[src/rtl/hazard_fwd_ctrl.sv]
// Forwarding and hazard controller for the 5-stage integer pipeline.
// Tracks destination-register info for EX/MEM/WB, registers the EX operand-select
// codes, and raises load-use stall/bubble and memory-busy freeze.
module hazard_fwd_ctrl #(
  parameter int unsigned REG_AW = 5,
  parameter int unsigned CNT_W  = 16
) (
  input  logic              clk_i,
  input  logic              rst_i,
  input  logic              id_valid_i,
  input  logic [REG_AW-1:0] id_rs_i,
  input  logic [REG_AW-1:0] id_rt_i,
  input  logic              id_use_rs_i,
  input  logic              id_use_rt_i,
  input  logic [REG_AW-1:0] id_rd_i,
  input  logic              id_regwrite_i,
  input  logic              id_memread_i,
  input  logic              flush_i,
  input  logic              mem_busy_i,
  output logic [1:0]        fwA_o,
  output logic [1:0]        fwB_o,
  output logic              stall_o,
  output logic              bubble_o,
  output logic [1:0]        state_o,
  output logic [CNT_W-1:0]  stall_cnt_o
);

  typedef struct packed {
    logic              valid;
    logic [REG_AW-1:0] rd;
    logic              regwrite;
    logic              memread;
  } shadow_t;

  typedef enum logic [1:0] {
    StRun     = 2'b00,
    StLuStall = 2'b01,
    StMemWait = 2'b10
  } state_e;

  shadow_t          ex_q, mem_q, wb_q;
  shadow_t          ex_new;
  logic [1:0]       fw_a_q, fw_b_q, fw_a_d, fw_b_d;
  state_e           state_q, state_d;
  logic [CNT_W-1:0] stall_cnt_q;
  logic             lu;
  logic             ex_load;

  // WB copy is kept for completeness; WB results reach EX via the register file.
  logic unused_wb;
  assign unused_wb = ^wb_q;

  // Operand select: EX/MEM result wins over MEM/WB; register 0 never forwards.
  function automatic logic [1:0] fwd_sel(input logic used, input logic [REG_AW-1:0] src,
                                         input shadow_t ex, input shadow_t mem);
    if (!used) return 2'b00;
    if (ex.valid && ex.regwrite && (ex.rd != '0) && (ex.rd == src)) return 2'b10;
    if (mem.valid && mem.regwrite && (mem.rd != '0) && (mem.rd == src)) return 2'b01;
    return 2'b00;
  endfunction

  // Load-use hazard detection and combinational stall/bubble outputs
  always_comb begin
    ex_load  = ex_q.valid && ex_q.memread && ex_q.regwrite && (ex_q.rd != '0);
    lu       = id_valid_i && ex_load && !flush_i &&
               ((id_use_rs_i && (id_rs_i == ex_q.rd)) || (id_use_rt_i && (id_rt_i == ex_q.rd)));
    stall_o  = mem_busy_i || lu;
    bubble_o = lu && !mem_busy_i;
  end

  // Next forward codes and next EX shadow entry from the ID instruction
  always_comb begin
    fw_a_d          = fwd_sel(id_valid_i && id_use_rs_i, id_rs_i, ex_q, mem_q);
    fw_b_d          = fwd_sel(id_valid_i && id_use_rt_i, id_rt_i, ex_q, mem_q);
    ex_new.valid    = id_valid_i;
    ex_new.rd       = id_rd_i;
    ex_new.regwrite = id_regwrite_i && id_valid_i;
    ex_new.memread  = id_memread_i && id_valid_i;
  end

  // Shadow pipeline and registered forward codes: busy holds, flush/lu insert a bubble
  always_ff @(posedge clk_i or negedge rst_i) begin
    if (!rst_i) begin
      ex_q   <= '0;
      mem_q  <= '0;
      wb_q   <= '0;
      fw_a_q <= 2'b00;
      fw_b_q <= 2'b00;
    end else if (mem_busy_i) begin
      ex_q   <= ex_q;
      mem_q  <= mem_q;
      wb_q   <= wb_q;
      fw_a_q <= fw_a_q;
      fw_b_q <= fw_b_q;
    end else if (flush_i || lu) begin
      wb_q   <= mem_q;
      mem_q  <= ex_q;
      ex_q   <= '0;
      fw_a_q <= 2'b00;
      fw_b_q <= 2'b00;
    end else begin
      wb_q   <= mem_q;
      mem_q  <= ex_q;
      ex_q   <= ex_new;
      fw_a_q <= fw_a_d;
      fw_b_q <= fw_b_d;
    end
  end

  // State register
  always_ff @(posedge clk_i or negedge rst_i) begin
    if (!rst_i) state_q <= StRun;
    else        state_q <= state_d;
  end

  // Next-state: same priority as the shadow update
  always_comb begin
    state_d = StRun;
    if (mem_busy_i)   state_d = StMemWait;
    else if (flush_i) state_d = StRun;
    else if (lu)      state_d = StLuStall;
  end

  // Outputs driven from registered state
  always_comb begin
    state_o = state_q;
    fwA_o   = fw_a_q;
    fwB_o   = fw_b_q;
  end

  // Saturating count of stalled cycles
  always_ff @(posedge clk_i or negedge rst_i) begin
    if (!rst_i) begin
      stall_cnt_q <= '0;
    end else if (stall_o && (stall_cnt_q != {CNT_W{1'b1}})) begin
      stall_cnt_q <= stall_cnt_q + CNT_W'(1);
    end
  end

  assign stall_cnt_o = stall_cnt_q;

endmodule
[config.mk]
export PLATFORM = sky130hd
export DESIGN_NAME = hazard_fwd_ctrl
export DESIGN_NICKNAME = d
export VERILOG_FILES = /design/src/rtl/hazard_fwd_ctrl.sv
export SDC_FILE = /design/constraint.sdc
export NUM_CORES = 1
export LEC_CHECK = 0
export ABC_AREA = 0
export BUFFER_PORTS_ARGS = -buffer_cell sky130_fd_sc_hd__buf_4
export CAP_MARGIN = 20
export CELL_PAD_IN_SITES_DETAIL_PLACEMENT = 0
export CELL_PAD_IN_SITES_GLOBAL_PLACEMENT = 1
export CORE_MARGIN = 2
export CORE_UTILIZATION = 41
export CTS_CLUSTER_DIAMETER = 150
export DETAILED_ROUTE_END_ITERATION = 8
export GPL_TIMING_DRIVEN = 0
export MAX_ROUTING_LAYER = met4
export PLACE_DENSITY_LB_ADDON = 0.1
export SETUP_SLACK_MARGIN = 0.1
export SYNTH_ARGS = -nofsm -noshare
export SYNTH_HDL_FRONTEND = slang
export SYNTH_SLANG_ARGS = --single-unit
[constraint.sdc]
create_clock -name clk_i -period 2.66 [get_ports clk_i]
set_input_delay 0.532 -clock clk_i [delete_from_list [all_inputs] [get_ports clk_i]]
set_output_delay 0.532 -clock clk_i [all_outputs]
set_load 0.05 [all_outputs]
==> out/qor.csv <==
metric,value,unit
synth_edf_count,0,
post-place-cells,259,
seq_area_frac_synth,49.1,%
clkSlewWorstSetupHoldPaths,70,ps
stdcell_count,273,
final_util,57.0,%
start_util,43.0,%
clk_path_buf_depth,2,
multiInputGateArea,937,um2
final_layout_size_suffix_gt1_share,41.6,%
cts.sinks,37,
criticalPathCategory,register to output pin,
end_kind,output pin,
crit_path_top_delay_cell,dfrtp_2,
reg2reg_slack,250,ps
pwr-share-seq,39.8,%
p_total,1.97,mW
nets,245,
first_pass_iters,5,
coreArea,0.00438,mm2
final_area,0.00250,mm2
fin_worst_skew,7.07,ps
pwr_density_cell,788,mW/mm2
finalCritPeriodShare,93.6,%
ys_ff_latch,37,
status,"finished, final reports clean",
power.share.clock,25.4,%
crit_arrival,1960,ps
clk_latency,290,ps
first_iter_violations,63,
seq_area,931,um2
drt_wl_total,4230,um
grt_antenna_before_repair,0,
die_h,71.8,um
swShare,38.5,%
synth_top_area_cell,dfrtp_1,
fmax,402,MHz
fin_crit,2490,ps
setup_viol,0,
hpwl,3090,um
slowest_delay,450,ps
maxSlewViolCount,0,
antenna_cells,0,
via_count,1515,
num_io_pins,48,
tns,0,ps
nFillCells,386,
critPathLaunchType,register,
yosys-top-cells-area,"dfrtp_1, xor2_1, mux2_2",
grt_overflow,0,
p_switching,760,uW
setup_ws,171,ps
cts_buffers,5,
place.gp.congestion,0.792,
routedWlPerCell,15.5,um
fp-row-count,24,
max_cap_violations,0,
cp_cell_sequence,"or3_4, o311a_4, a41oi_4, buf_6, inv_4, buf_8",
ys_warn_count,0,
combPwrFrac,34.7,%
via_per_inst,5.55,
drc,0,
cts_max_level,2,
hold_class,input pin to async pin,
grt_pass1_wl,7250,um
place_ws,120,ps
synthArstFlopShare,100,%
grt_max_degree,38,
area_growth,32.6,%
p_int,1.21,mW
dpl_cell_area,0.00230,mm2
grt_pass1_vias,1581,
worst_pin_slew,478,ps
cts-root-buf,clkbuf_8,
required,2130,ps
synth_cells,160,
whs,191,ps
synth_top_area_share,49.1,%
synth.most_common_cell,dfrtp_1,
ir_drop,0.544,mV
p_leak,1.16,nW
yosysUniqueCellTypes,45,
dieArea,0.00516,mm2
synth_common_cells,"dfrtp_1, xor2_1, xnor2_1",
slew-limit-headroom,68.1,%
syn_nets,185,
reg2reg_depth,7,
port_buffers,47,
synthFlopType,dfrtp_1,
detail-route-antenna-nets,0,
finalHoldViolations,0,
grt.total_usage,18.8,%
cp_max_fo,6,
die_w,71.8,um
syn_avg_cell_area,11.8,um2
netlist_area,0.00189,mm2
rsz0062_at_grt,true,
cts_tree,built,
-- layout by cell type, fill, tap and decap left out, types with 2 or more instances in the layout --
cell type,n
nor3_2,2
a21oi_1,2
or4_1,5
dfrtp_1,33
buf_4,53
a32o_1,4
clkbuf_8,6
nor4_1,2
nand3_1,7
nor3_1,8
dfrtp_2,4
a22o_1,6
a31oi_1,2
nor2_1,5
xor2_1,20
or3_1,2
xnor2_1,10
nand4_1,3
nand2_1,7
mux2_2,8
clkbuf_1,2
-- worst max-delay path: cells and delay by family, from the launching register on --
family | cells | cell delay [ps]
AOI/OAI and AO/OA | 2 | 520
DFF | 1 | 450
and+or+nand+nor | 1 | 380
buffers and inverters | 3 | 330
-- power groups by stage --
| stage | registers, mW | logic [mW] | clock network, mW |
|---|---|---|---|
| after global placement | 0.788 | 0.664 | 0 |
| after floorplan | 1.03 | 0.202 | 0 |
| final | 0.785 | 0.685 | 0.501 |
| after global routing | 0.808 | 0.731 | 0.544 |
| after CTS | 0.784 | 0.688 | 0.512 |
| after detailed placement | 0.793 | 0.672 | 0 |
-- logic make-up after synthesis --
group / share of synthesized area [%]
AND/OR/NAND/NOR: 17.5
adder cells (fa/ha/maj): 0.663
AO/OA/AOI/OAI: 10.5
flip-flops: 49.1
buffers and inverters: 2.06
multiplexers: 5.38
XOR/XNOR: 14.8
-- metal layers --
metal	up-vias	wire [um]	GRT usage, %
li1	705	-	-
met1	742	1680	21.6
met3	15	223	3.52
met5	-	0	-
met2	53	2210	31.8
met4	0	113	8.60
-- timing repair --
action | CTS | global route
resized for setup | 6 | 3
cloned | 0 | 0
setup buffers | 5 | 1
hold buffers | 0 | 0
endpoints found under the setup margin | 1 | 1
hold endpoints to repair | 0 | 0
pin swaps | 3 | 3
-- path summary, 6_finish.rpt --
path / start / endpoint
max in group asynchronous: rst_i / ex_q[5]
min in group clk_i: mem_busy_i / state_o[1]
worst min-delay path: rst_i / stall_cnt_o[6]
worst max register to register: ex_q[4] / stall_cnt_o[15]
worst min register to register: fwB_o[0] / fwB_o[0]
worst max-delay path: ex_q[3] / stall_o
-- cell type report --
| class | count | area share (%) |
|---|---|---|
| multi-input combinational | 116 | 37.5 |
| timing repair buffer | 53 | 16.2 |
| buffer | 5 | 1.25 |
| clock buffer | 6 | 3.30 |
| tap | 52 | 2.60 |
| sequential | 37 | 37.2 |
| clock inverter | 2 | 1.50 |
| inverter | 2 | 0.400 |
-- registers in the layout, indices dropped and copies added, names as in the netlist --
signal and flops:
ex_q 8, mem_q 7, fwB_o 2, state_o 2, fwA_o 2, stall_cnt_o 16
Power figures use the tool's default switching activity.
